`src/rtl/softmax_pkg.sv`:
```
// softmax_pkg: shared widths, element type and sequencer state encoding for the softmax streaming wrapper.
package softmax_pkg;
    localparam int DEF_DATA_W = 17;
    localparam int DEF_N      = 5;
    localparam int IDX_W      = $clog2(DEF_N);

    typedef logic [DEF_DATA_W-1:0] elem_t;

    typedef enum logic [1:0] {
        COLLECT,
        EVAL,
        DRAIN
    } state_t;
endpackage

```
`src/rtl/softmax_stream_sequencer.sv`:
```
// softmax_stream_sequencer: gathers a serial score frame into a parallel vector for the softmax core,
// captures the core's results and replays them as a serial stream.
module softmax_stream_sequencer
    import softmax_pkg::*;
#(
    parameter int                 DATA_W  = DEF_DATA_W,
    parameter int                 N       = DEF_N,
    parameter logic [DATA_W-1:0]  PAD_VAL = '0
) (
    input  logic                  clk,
    input  logic                  rst_n,
    input  logic                  s_valid,
    output logic                  s_ready,
    input  logic [DATA_W-1:0]     s_data,
    input  logic                  s_last,
    output logic [N*DATA_W-1:0]   core_x,
    input  logic [N*DATA_W-1:0]   core_sm,
    output logic                  m_valid,
    input  logic                  m_ready,
    output logic [DATA_W-1:0]     m_data,
    output logic [IDX_W-1:0]      m_idx,
    output logic                  m_last,
    output logic                  err_short,
    output logic                  err_long
);
    localparam logic [IDX_W-1:0] LAST = IDX_W'(N - 1);

    state_t                state_q, state_d;
    logic [IDX_W-1:0]      wr_q, wr_d, rd_q, rd_d, mi_q, mi_d, nxt;
    logic [N*DATA_W-1:0]   x_q, x_d, res_q, res_d;
    logic [DATA_W-1:0]     md_q, md_d;
    logic                  rdy_q, rdy_d, mv_q, mv_d, ml_q, ml_d, es_q, es_d, el_q, el_d;

    always_ff @(posedge clk or negedge rst_n) begin
        if (!rst_n) begin
            state_q <= COLLECT;
            wr_q    <= '0;
            rd_q    <= '0;
            mi_q    <= '0;
            x_q     <= '0;
            res_q   <= '0;
            md_q    <= '0;
            rdy_q   <= 1'b0;
            mv_q    <= 1'b0;
            ml_q    <= 1'b0;
            es_q    <= 1'b0;
            el_q    <= 1'b0;
        end else begin
            state_q <= state_d;
            wr_q    <= wr_d;
            rd_q    <= rd_d;
            mi_q    <= mi_d;
            x_q     <= x_d;
            res_q   <= res_d;
            md_q    <= md_d;
            rdy_q   <= rdy_d;
            mv_q    <= mv_d;
            ml_q    <= ml_d;
            es_q    <= es_d;
            el_q    <= el_d;
        end
    end

    always_comb begin
        state_d = state_q;
        wr_d    = wr_q;
        rd_d    = rd_q;
        mi_d    = mi_q;
        x_d     = x_q;
        res_d   = res_q;
        md_d    = md_q;
        mv_d    = mv_q;
        ml_d    = ml_q;
        es_d    = 1'b0;
        el_d    = 1'b0;
        nxt     = rd_q + 1'b1;
        case (state_q)
            COLLECT: begin
                if (s_valid && rdy_q) begin
                    // an early s_last pads every slot above the one being written
                    for (int i = 0; i < N; i++) begin
                        if (i == int'(wr_q))
                            x_d[i*DATA_W +: DATA_W] = s_data;
                        else if (s_last && i > int'(wr_q))
                            x_d[i*DATA_W +: DATA_W] = PAD_VAL;
                    end
                    wr_d = wr_q + 1'b1;
                    if (s_last || wr_q == LAST) begin
                        state_d = EVAL;
                        wr_d    = '0;
                        es_d    = s_last && (wr_q != LAST);
                        el_d    = !s_last && (wr_q == LAST);
                    end
                end
            end
            EVAL: begin
                res_d   = core_sm;
                rd_d    = '0;
                mv_d    = 1'b1;
                md_d    = core_sm[DATA_W-1:0];
                mi_d    = '0;
                ml_d    = (LAST == '0);
                state_d = DRAIN;
            end
            DRAIN: begin
                if (m_ready) begin
                    if (rd_q == LAST) begin
                        state_d = COLLECT;
                        mv_d    = 1'b0;
                        ml_d    = 1'b0;
                        rd_d    = '0;
                    end else begin
                        rd_d = nxt;
                        mi_d = nxt;
                        md_d = res_q[nxt*DATA_W +: DATA_W];
                        ml_d = (nxt == LAST);
                    end
                end
            end
            default: state_d = COLLECT;
        endcase
        rdy_d = (state_d == COLLECT);
    end

    assign s_ready   = rdy_q;
    assign core_x    = x_q;
    assign m_valid   = mv_q;
    assign m_data    = md_q;
    assign m_idx     = mi_q;
    assign m_last    = ml_q;
    assign err_short = es_q;
    assign err_long  = el_q;
endmodule

```
`config.mk`:
```
export PLATFORM = sky130hd
export DESIGN_NAME = softmax_stream_sequencer
export DESIGN_NICKNAME = d
export VERILOG_FILES = /design/src/rtl/softmax_pkg.sv /design/src/rtl/softmax_stream_sequencer.sv
export SDC_FILE = /design/constraint.sdc
export NUM_CORES = 1
export LEC_CHECK = 0
export ABC_AREA = 1
export CORE_MARGIN = 3
export CORE_UTILIZATION = 50
export CTS_CLUSTER_DIAMETER = 200
export DETAILED_ROUTE_END_ITERATION = 10
export PLACE_DENSITY_LB_ADDON = 0.3
export SLEW_MARGIN = 5
export SYNTH_ARGS = -nofsm -noshare
export SYNTH_HDL_FRONTEND = slang
export SYNTH_SLANG_ARGS = --single-unit
```
`constraint.sdc`:
```
create_clock -name clk -period 5.1 [get_ports clk]
set_input_delay 1.275 -clock clk [delete_from_list [all_inputs] [get_ports clk]]
set_output_delay 1.275 -clock clk [all_outputs]
set_load 0.02 [all_outputs]
```
* After elaboration in Yosys (flattened, before gate mapping)
Cells that the tools add are included.
Storage, ports and cells: bits in registers 203, output and inout port bits 110, logic and storage cells 98, input bits 107
Operators by class: multiply operators 1, add/subtract/negate cells 2, order comparisons 4, reductions and logical operators 26, shifts and indexed selects 1, mux-type cells 35, equal/unequal tests 13
Operator list (count):
- $mux W17 | 10
- $shiftx A85 B9 Y17 | 1
- $pmux W17 S2 | 1
- $reduce_and A3 Y1 | 7
- $mux W3 | 5
- $pmux W3 S2 | 2
- $mux W1 | 10
- $reduce_bool A2 Y1 | 5
- $eq A3 B3 Y1 const A | 3
- $eq A3 B3 Y1 const B | 3
- $mul A3 B5 Y8 const B | 1
- $mux W2 | 4
- $logic_and A1 B1 Y1 | 7
- $add A3 B1 Y3 const B | 2
- $gt A2 B3 Y1 const A | 2
- $ne A2 B2 Y1 const B | 3
- $pmux W2 S3 | 1
- $logic_not A2 Y1 | 2
- $pmux W1 S2 | 2
- $reduce_and A2 Y1 | 2
- $eq A2 B3 Y1 const A | 1
- $gt A1 B3 Y1 const A | 1
- $gt A3 B3 Y1 const A | 1
- $logic_not A3 Y1 | 1
- other kinds (5) | 5

* Longest topological paths before layout
Gate-level depths: netlist of run 1.
depth in word-level cells 6, depth in mapped cells 12, gate-level depth less buffers 8

* Worst setup path before layout of run 1
Ideal clock, no wire load.
path kind input to register, start input s_valid, end register x_q[40], in the netlist core_x[40], data arrival time 2156 ps, library setup time 138 ps, stages 6, path buffers 1, slack 2805 ps, data required time 4962 ps, cell sequence nand2_1 -> inv_1 -> nand2_1 -> a21oi_1 -> buf_2 -> o22ai_1
Between the ends: word-level cells in the longest chain between the ends 2
Ends and longest elaborated chain:
- start: declaration | RTL line softmax_stream_sequencer.sv:12 | input logic s_valid,
- $logic_and A1 B1 Y1 | RTL line softmax_stream_sequencer.sv:79 | if (s_valid && rdy_q) begin
- $reduce_and A3 Y1 (no line)
- end signal: assignment | RTL line softmax_stream_sequencer.sv:40 | x_q <= '0;
- end signal: assignment | RTL line softmax_stream_sequencer.sv:53 | x_q <= x_d;
- end: declaration | RTL line softmax_stream_sequencer.sv:30 | logic [N*DATA_W-1:0] x_q, x_d, res_q, res_d;
Every way passes these cells. A chain may end at the register's enable or synchronous reset.

* Worst setup path after layout of run 1
start register rd_q[0], end register md_q[4], in the netlist m_data[4]
Between the ends: word-level cells in the longest chain between the ends 6, elaborated cells between the ends (all ways) 9
Ends and longest elaborated chain:
- start: declaration | RTL line softmax_stream_sequencer.sv:29 | logic [IDX_W-1:0] wr_q, wr_d, rd_q, rd_d, mi_q, mi_d, nxt;
- start signal: assignment | RTL line softmax_stream_sequencer.sv:51 | rd_q <= rd_d;
- $add A3 B1 Y3 | RTL line softmax_stream_sequencer.sv:76 | nxt = rd_q + 1'b1;
- $mul A3 B5 Y8 | RTL line softmax_stream_sequencer.sv:115 | md_d = res_q[nxt*DATA_W +: DATA_W];
- $shiftx A85 B9 Y17 | RTL line softmax_stream_sequencer.sv:115
- $mux W17 | RTL line softmax_stream_sequencer.sv:107 | if (rd_q == LAST) begin
- $mux W17 | RTL line softmax_stream_sequencer.sv:106 | if (m_ready) begin
- $pmux W17 S2 | RTL line softmax_stream_sequencer.sv:77 | case (state_q)
- end signal: assignment | RTL line softmax_stream_sequencer.sv:55 | md_q <= md_d;
- end: declaration | RTL line softmax_stream_sequencer.sv:31 | logic [DATA_W-1:0] md_q, md_d;
Several ways; a longest one is shown, not always the timed one. The select of a mux whose other input is x is not followed.

==> metrics.cfg, run 1 <==
[pwr]
ir_drop_mv = 0.375
total_leakage_power_uw = 0.00577
powerDensity_nw_per_um2 = 682

[yosys]
synthTopCellsByArea = dfrtp_1 58%, nand2_1 19%, nand3_1 4.4%, o21ai_0 4.4%, inv_1 2.7%
synth.distinct_cells = 21
synth_top_area_cell = dfrtp_1
ys.flop_type = dfrtp_1
yosysSeqAreaShare_pct = 58.2
synthesis.area_um2 = 8730
post-synth-top-count-cell = nand2_1
async_flop_share_pct = 100
postSynthCellCount = 1059
synth_common_cells = 432 x nand2_1, 203 x dfrtp_1, 77 x nand3_1, 77 x o21ai_0, 63 x inv_1
yosysTopAreaCellShare_pct = 58.2
syn_avg_cell_area_um2 = 8.25
synth_warnings = 0
synth_fp_nets = 1174
ys_ff_latch = 203
synth_edf_count = 0

[placement]
post-place-cells = 1445
port_buffers = 216
gp_congestion = 0.889
dp_hpwl_mm = 17.4

[clocking]
cts.hold.buffers_added = 0
cts_tree = yes
postCtsSetupRepairBufs = 0
htreeDepth = 1
cts.repair.resized = 0
cts_inserted_buffers = 22
clock-root-buffer = clkbuf_16
clock_sinks = 203
clk_latency_ns = 0.50
path_clk_slew_ns = 0.06
cts.path.max_buffers = 3

[global_route]
globalRouteOverflowTotal = 0
grt_pass1_wl_mm = 42.0
track_usage_pct = 26.8
grt_max_degree = 139
antenna_found_initial = 3
grt_pass1_vias = 7774

[run_status]
status = complete, no violations

[final_layout]
nNetsFinal = 1364
area_growth_pct = 35.1
num_antenna_cells = 0
final_cells = 1485
layout-drive-gt1-share_pct = 4.43

[floorplanning]
num_rows = 47
die_h_um = 138
start_util_pct = 51.9
core_um2 = 16800
fp.dieArea_um2 = 19100
die_x_um = 138
io-pin-count = 217

[routing]
drt_first_iter_violations = 587
drt_first_pass_iters = 5
vias_per_cell = 5.26
wirelength_mm = 26.0
num_vias = 7806
wl_per_cell_um = 17.5
drcViolationCount = 0
ant_nets = 0

[sta]
slew_viol_final = 0
min_period_ns = 3.33
worst_slew_pin_slew_ns = 1.12
slew_headroom_pct = 25.7
clock-skew-final_ns = 0.0119
setup_violations = 0
hold_viol = 0
rsz0062_at_grt = false
finalSetupTns_ns = 0
finalCritPeriodShare_pct = 65.3
max_freq_ghz = 0.300

[setup_path]
worstSetupStartpointType = register
worstPathArrival_ns = 3.76
crit_fanout = 37
path_class = reg2reg
timing.critical_path.required_ns = 5.52
endpoint_kind = register

[worst_hold_path]
min_path_type = reg2reg

[flow_run]
cap_violations = 0

layer usage:
metal  routed length, um  global-route usage (%)
met1               10500                    36.0
met2               12300                    43.0
met3                2570                    8.60
met4                 618                    6.45
met5                  41                       0
layout by cell type, fill, tap and decap left out, types with 2 or more instances in the layout:
master / count
nand3_1: 77
bufinv_16: 5
nor2_1: 56
buf_4: 5
o21ai_1: 15
o22ai_1: 21
nand2_1: 432
clkbuf_16: 23
ha_1: 8
clkinv_1: 2
clkdlybuf4s50_1: 215
clkinv_2: 5
dfrtp_1: 203
a21oi_1: 36
clkbuf_8: 2
inv_1: 63
inv_2: 7
nor2_4: 2
nand3_2: 2
clkbuf_1: 2
clkinvlp_4: 2
o21ai_0: 77
cells by family (layout without fill, tap and decap cells):
logic type,Yosys count,count (layout),share of synthesized area (%)
AND/OR/NAND/NOR,570,570,25.9
flip-flops,203,203,58.2
AO/OA/AOI/OAI,150,150,8.93
buffers and inverters,128,334,5.82
adder cells (fa/ha/maj),8,8,1.15
flip-flops by register name (all words and copies together) (netlist names):
name,count
core_x,85
err_long,1
err_short,1
m_data,17
m_idx,3
m_last,1
m_valid,1
rd_q,3
res_q,85
s_ready,1
state_q,2
wr_q,3
worst max-delay path, cell delays in order (launching register included):
cell	delay (ns)
dfrtp_1	0.38
inv_2	0.48
ha_1	0.64
clkinv_1	0.99
nand3_1	0.37
nand2_1	0.09
nand2_1	0.07
nand2_1	0.08
a21oi_1	0.14
per-stage QoR:
step	hold slack [ns]	utilization [%]	power, uW	setup WS, ns	cell area [um^2]
final	0.471	70.1	8040	1.77	11800
after global routing	0.486	70.1	8590	1.39	11800
after CTS	0.474	70.1	8070	1.78	11800
after detailed placement	0.459	65.4	6260	1.48	11000
after global placement	0.453	65.4	6180	1.58	11000
after floorplan	0.442	-	4780	2.81	8730
power breakdown:
part	leakage (uW)	internal, uW	switching (uW)
logic	0.00282	1340	2140
clock network	0.000392	1090	665
registers	0.00256	2350	457
total	0.00577	4790	3260
worst paths after layout:
| path | startpoint | to | slack, ns | cells past startpoint |
|---|---|---|---|---|
| max in group asynchronous | rst_n | res_q[11] | 3.17 | 2 |
| max reg2reg | rd_q[0] | m_data[4] | 1.77 | 8 |
| min in group asynchronous | rst_n | res_q[58] | 0.95 | 1 |
| min | res_q[50] | res_q[50] | 0.47 | 2 |
| min reg2reg | res_q[50] | res_q[50] | 0.47 | 2 |
| max | rd_q[0] | m_data[4] | 1.77 | 8 |
cell type report:
type / instances / area, um^2
multi-input combinational: 728 / 3140
fill: 1319 / 5020
clock inverter: 14 / 208
timing repair buffer: 222 / 2220
clock buffer: 26 / 597
inverter: 72 / 270
sequential: 203 / 5080
tap: 220 / 275
Power figures use the tool's default switching activity.
==> run 2: changes to the inputs <==
--- a/config.mk
+++ b/config.mk
@@ -7,7 +7,7 @@
 export LEC_CHECK = 0
 export ABC_AREA = 1
 export CORE_MARGIN = 3
-export CORE_UTILIZATION = 50
+export CORE_UTILIZATION = 45
 export CTS_CLUSTER_DIAMETER = 200
 export DETAILED_ROUTE_END_ITERATION = 10
 export PLACE_DENSITY_LB_ADDON = 0.3
==> constraint.sdc (replaced) <==
create_clock -name clk -period 2.99 [get_ports clk]
set_input_delay 0.7475 -clock clk [delete_from_list [all_inputs] [get_ports clk]]
set_output_delay 0.7475 -clock clk [all_outputs]
set_load 0.02 [all_outputs]
==> metrics.cfg, run 2 (synthesis gave the netlist of run 1 again) <==
[global_route]
grt_max_degree = 106  ; -24%
grt_use_met3_pct = 8.40  ; -0.20 points
antenna_found_initial = 2  ; -1
top_usage_layer = met2
grt_pass1_vias = 7883  ; +1.4%
grt_use_met2_pct = 39.2  ; -3.8 points
track_usage_pct = 24.1  ; -2.8 points
globalRouteOverflowTotal = 0  ; unchanged
grt_pass1_wl_mm = 41.8  ; -0.61%
use_met1_pct = 31.0  ; -5.1 points

[floorplanning]
start_util_pct = 46.2  ; -5.7 points
core_um2 = 18900  ; +12%
io-pin-count = 217  ; unchanged
die_x_um = 145  ; +5.2%
die_h_um = 145  ; +5.2%
fp.dieArea_um2 = 21100  ; +11%
num_rows = 50  ; +6.4%

[sta]
setup_violations = 0  ; unchanged
min_period_ns = 2.39  ; -0.944 ns
worst_slew_pin_slew_ns = 1.04  ; -0.0751 ns
clock-skew-final_ns = 0.00729  ; -0.00459 ns
slew_headroom_pct = 30.7  ; +5.0 points
finalSetupTns_ns = 0  ; unchanged
hold_viol = 0  ; unchanged
finalCritPeriodShare_pct = 79.9  ; +15 points
max_freq_ghz = 0.419  ; +40%
rsz0062_at_grt = false
slew_viol_final = 0  ; unchanged

[pwr]
power_uw = 13700  ; +70%
ir_drop_mv = 0.589  ; +57%
powerDensity_nw_per_um2 = 1150  ; +68%
total_leakage_power_uw = 0.00581  ; +0.64%
swShare_pct = 40.1  ; -0.39 points
clkPwrFrac_pct = 21.2  ; -0.7 points
switchingPower_uw = 5490  ; +68%
pwr-share-seq_pct = 35.0  ; about the same
power.internal_uw = 8190  ; +71%
power.share.combinational_pct = 43.8  ; +0.5 points

[run_status]
status = complete, no violations

[setup_path]
worstPathArrival_ns = 2.82  ; -0.94 ns
endpoint_kind = register
worstSetupStartpointType = register
crit_fanout = 18  ; -51%
path_class = reg2reg
timing.critical_path.required_ns = 3.42  ; -2.10 ns

[clocking]
htreeDepth = 1  ; unchanged
clock_sinks = 203  ; unchanged
cts.repair.resized = 0  ; unchanged
cts.path.max_buffers = 3  ; unchanged
path_clk_slew_ns = 0.06  ; about the same
postCtsSetupRepairBufs = 0  ; unchanged
clk_latency_ns = 0.49  ; about the same
cts_tree = yes
cts.hold.buffers_added = 0  ; unchanged
clock-root-buffer = clkbuf_16
cts_inserted_buffers = 22  ; unchanged

[routing]
drt_first_pass_iters = 5  ; unchanged
wirelength_mm = 25.7  ; -1.1%
num_vias = 7807  ; +0.013%
ant_nets = 0  ; unchanged
wl_per_cell_um = 16.8  ; -4.3%
drcViolationCount = 0  ; unchanged
vias_per_cell = 5.09  ; -3.2%
drt_first_iter_violations = 570  ; -2.9%

[placement]
place_area_um2 = 11100  ; +1.3%
port_buffers = 216  ; unchanged
dp_hpwl_mm = 17.9  ; +2.7%
gp_congestion = 0.876  ; -1.4%

[final_layout]
stdcell_area_um2 = 11900  ; +1.0%
num_antenna_cells = 0  ; unchanged
nNetsFinal = 1374  ; +0.73%
layout.cells.most_common_list = 432 x nand2_1, 215 x clkdlybuf4s50_1, 203 x dfrtp_1
area_growth_pct = 36.5
layout-drive-gt1-share_pct = 4.86  ; +0.44 points
fin_util_pct = 63.1  ; -7.1 points
mostFrequentLayoutCell = nand2_1

[worst_hold_path]
min_path_type = in2async

[flow_run]
cap_violations = 0  ; unchanged

## run 2: cell count changes in the layout (fill, tap and decap cells not counted), sizes merged
| cell | previous run | this run |
|---|---|---|
| inv | 71 | 70 |
| bufinv | 5 | 4 |
| clkbuf | 27 | 33 |
| clkinv | 8 | 4 |
| buf | 6 | 16 |
## run 2: path summary, 6_finish.rpt
| check | start | end | slack, ns | cells past startpoint |
|---|---|---|---|---|
| setup / recovery | wr_q[0] | core_x[64] | 0.60 | 5 |
| hold / removal | rst_n | res_q[55] | 0.20 | 1 |
| setup reg to reg | wr_q[0] | core_x[64] | 0.60 | 5 |
| hold reg to reg | res_q[26] | res_q[26] | 0.47 | 2 |
| max in group asynchronous | rst_n | core_x[45] | 1.97 | 2 |
| min in group clk | res_q[26] | res_q[26] | 0.47 | 2 |
## run 2: critical path, cell delays in order (launching register included)
cell and delay, ns:
dfrtp_1 0.44, ha_1 0.23, ha_1 0.43, nor2_1 0.88, o21ai_0 0.21, nand2_1 0.12
## run 2: area by class of cell
type,instances,area (um^2)
flip-flops and latches,203,5080
fillers,1641,6980
inverters,72,270
well taps,260,325
repair buffers,232,2310
clock buffers,32,639
clock inverters,8,145
multi-input cells,728,3140
## run 2: metrics by stage
step | hold WS, ns | setup slack (ns) | cells
2_1_floorplan | 0.442 | 0.799 | 1059
3_3_place_gp | 0.453 | 0.364 | 1495
3_5_place_dp | 0.460 | 0.280 | 1495
4_1_cts | 0.220 | 0.587 | 1535
5_1_grt | 0.229 | 0.375 | 1535
6_report | 0.204 | 0.601 | 1535
## run 2: power groups by stage
| stage | combinational, uW | clock (uW) | sequential (uW) |
|---|---|---|---|
| after floorplan | 2790 | 0 | 5370 |
| after global placement | 5900 | 0 | 4770 |
| after detailed placement | 6000 | 0 | 4780 |
| after CTS | 6040 | 2970 | 4770 |
| after global routing | 6640 | 3090 | 4920 |
| final | 5990 | 2900 | 4790 |
## run 2: per-layer routing
layer  wire (um)  part of all wire (%)
met3        2400                   9.3
met2       12100                    47
met1       10500                    41
met4         644                   2.5
met5          27                  0.10
==> run 3: changes to the inputs <==
==> constraint.sdc (replaced) <==
create_clock -name clk -period 2 [get_ports clk]
set_input_delay 0.5 -clock clk [delete_from_list [all_inputs] [get_ports clk]]
set_output_delay 0.5 -clock clk [all_outputs]
set_load 0.02 [all_outputs]
==> metrics.cfg, run 3 (synthesis gave the netlist of run 1 again) <==
[global_route]
antenna_found_initial = 2  ; unchanged
globalRouteOverflowTotal = 0  ; unchanged
grt_max_degree = 73  ; -31%
grt_pass1_wl_mm = 41.9  ; +0.25%
track_usage_pct = 24.2  ; +0.15 points
grt_pass1_vias = 7998  ; +1.5%

[sta]
hold_viol = 0  ; unchanged
rsz0062_at_grt = false
finalCritPeriodShare_pct = 98.7
clock-skew-final_ns = 0.00880  ; +0.00151 ns
slew_viol_final = 0  ; unchanged
slew_headroom_pct = 59.3  ; +29 points
setup_violations = 0  ; unchanged
min_period_ns = 1.97
fin_ws_ns = 0.0251  ; -0.576 ns
worst_slew_pin_slew_ns = 0.610  ; -0.430 ns
max_freq_ghz = 0.506

[routing]
ant_nets = 0  ; unchanged
drt_first_pass_iters = 7  ; +2
drcViolationCount = 0  ; unchanged
drt_first_iter_violations = 580  ; +1.8%
wl_per_cell_um = 16.9  ; +0.80%
vias_per_cell = 5.08  ; -0.18%
num_vias = 7869  ; +0.79%
wirelength_mm = 26.2  ; +1.8%

[floorplanning]
die_h_um = 145  ; unchanged
num_rows = 50  ; unchanged
start_util_pct = 46.2  ; unchanged
io-pin-count = 217  ; unchanged
die_x_um = 145  ; unchanged
core_um2 = 18900  ; unchanged
fp.dieArea_um2 = 21100  ; unchanged

[setup_path]
endpoint_kind = output port
cpPeakStageDelay_ns = 0.61  ; -0.27 ns
worstSetupStartpointType = register
path_class = reg2out
worstPathArrival_ns = 1.47  ; -1.35 ns
cp_slowest_cell = clkdlybuf4s50_1
timing.critical_path.required_ns = 1.50  ; -1.92 ns
cp_num_buf_inv = 1  ; +1
crit_fanout = 2  ; -16
path_cells = clkdlybuf4s50_1
critPathTopFamily = buffers and inverters

[placement]
pre_cts_slack_ns = -0.232  ; -0.512 ns
gp_congestion = 0.850  ; -3.0%
post-place-cells = 1510  ; +1.0%
port_buffers = 216  ; unchanged
dp_hpwl_mm = 18.1  ; +1.0%

[final_layout]
fillers = 1582  ; -3.6%
layout.cells.most_common_list = 432 x nand2_1, 203 x dfrtp_1, 135 x clkdlybuf4s50_1
mostFrequentLayoutCell = nand2_1
num_antenna_cells = 0  ; unchanged
nNetsFinal = 1390  ; +1.2%
final_cells = 1550  ; +0.98%
area_growth_pct = 39.4
layout-drive-gt1-share_pct = 6.12  ; +1.3 points

[pwr]
total_leakage_power_uw = 0.00671  ; +16%
clkPwrFrac_pct = 20.7  ; -0.5 points
swShare_pct = 40.7  ; +0.60 points
power_uw = 20200  ; +48%
switchingPower_uw = 8240  ; +50%
power.share.combinational_pct = 44.2  ; +0.4 points
power.internal_uw = 12000  ; +46%
ir_drop_mv = 1.01  ; +72%
powerDensity_nw_per_um2 = 1660  ; +45%
pwr-share-seq_pct = 35.1  ; about the same

[clocking]
clk_latency_ns = 0.50  ; about the same
htreeDepth = 1  ; unchanged
cts_inserted_buffers = 22  ; unchanged
cts.path.max_buffers = 3  ; unchanged
path_clk_slew_ns = 0.06  ; about the same
clock_sinks = 203  ; unchanged
clock-root-buffer = clkbuf_16
cts_tree = yes

[worst_hold_path]
min_path_type = reg2reg

[flow_run]
cap_violations = 0  ; unchanged

[run_status]
status = complete, no violations

-- run 3: cell count changes in the layout (fill, tap and decap cells not counted), moves of 2 or more --
| cell | delta |
|---|---|
| buf_12 | +6 |
| buf_4 | +9 |
| bufinv_16 | -3 |
| clkbuf_1 | -2 |
| clkbuf_8 | +6 |
| clkdlybuf4s50_1 | -80 |
| clkinvlp_4 | -2 |
| dlygate4sd2_1 | +30 |
| dlymetal6s2s_1 | +50 |
-- run 3: path summary, 6_finish.rpt --
| kind | startpoint | endpoint | slack (ns) | depth (start not counted) |
|---|---|---|---|---|
| min in group asynchronous | rst_n | res_q[41] | 0.48 | 2 |
| setup / recovery | core_x[36] | core_x[36] | 0.03 | 1 |
| hold / removal | res_q[70] | res_q[70] | 0.47 | 2 |
| max in group asynchronous | rst_n | res_q[12] | 0.90 | 3 |
| setup reg to reg | rd_q[0] | m_data[5] | 0.23 | 7 |
| hold reg to reg | res_q[70] | res_q[70] | 0.47 | 2 |
-- run 3: what timing repair did --
action,in CTS,in global routing
setup buffers,0,0
hold buffers,1,0
setup endpoints to repair,30,67
hold endpoints to repair,31,0
resized for setup,30,51
-- run 3: through the flow --
step	area [um^2]	hold WS, ns	util (%)	setup TNS (ns)
6_report	12200	0.469	64.5	0
2_1_floorplan	8740	0.204	-	0
3_3_place_gp	11300	0.439	59.9	-2.29
3_5_place_dp	11300	0.442	59.9	-3.34
5_1_grt	12200	0.485	64.5	0
4_1_cts	12000	0.474	63.8	0
-- run 3: final cells by class --
class	instances	area (um^2)	share of cell area (%)
sequential	203	5080	41.7
multi-input combinational	728	3150	25.8
timing repair buffer	248	2600	21.3
clock buffer	36	714	5.87
tap	260	325	2.67
inverter	72	270	2.22
clock inverter	3	43.8	0.360
-- run 3: worst reg2reg max path, delay by kind of cell, from the launching register on --
kind | cells | cell delay (ns)
adder cells (fa/ha/maj) | 2 | 0.51
flip-flops | 1 | 0.43
AO/OA/AOI/OAI | 2 | 0.35
buffers and inverters | 2 | 0.33
AND/OR/NAND/NOR | 1 | 0.08
-- run 3: per-layer routing --
metal	vias up	global-route usage [%]	routed length, um
met5	-	0	27
met4	4	5.56	437
met3	43	7.68	2410
met2	311	40.5	12700
met1	3725	31.1	10600
li1	3786	-	-
-- run 3: power by group through the flow --
stage	registers, uW	clock network, uW	logic (uW)
floorplan	8030	0	4190
global placement	7110	0	9020
detailed placement	7110	0	9200
CTS	7100	4260	9090
global route	7310	4420	9900
finish	7110	4190	8940
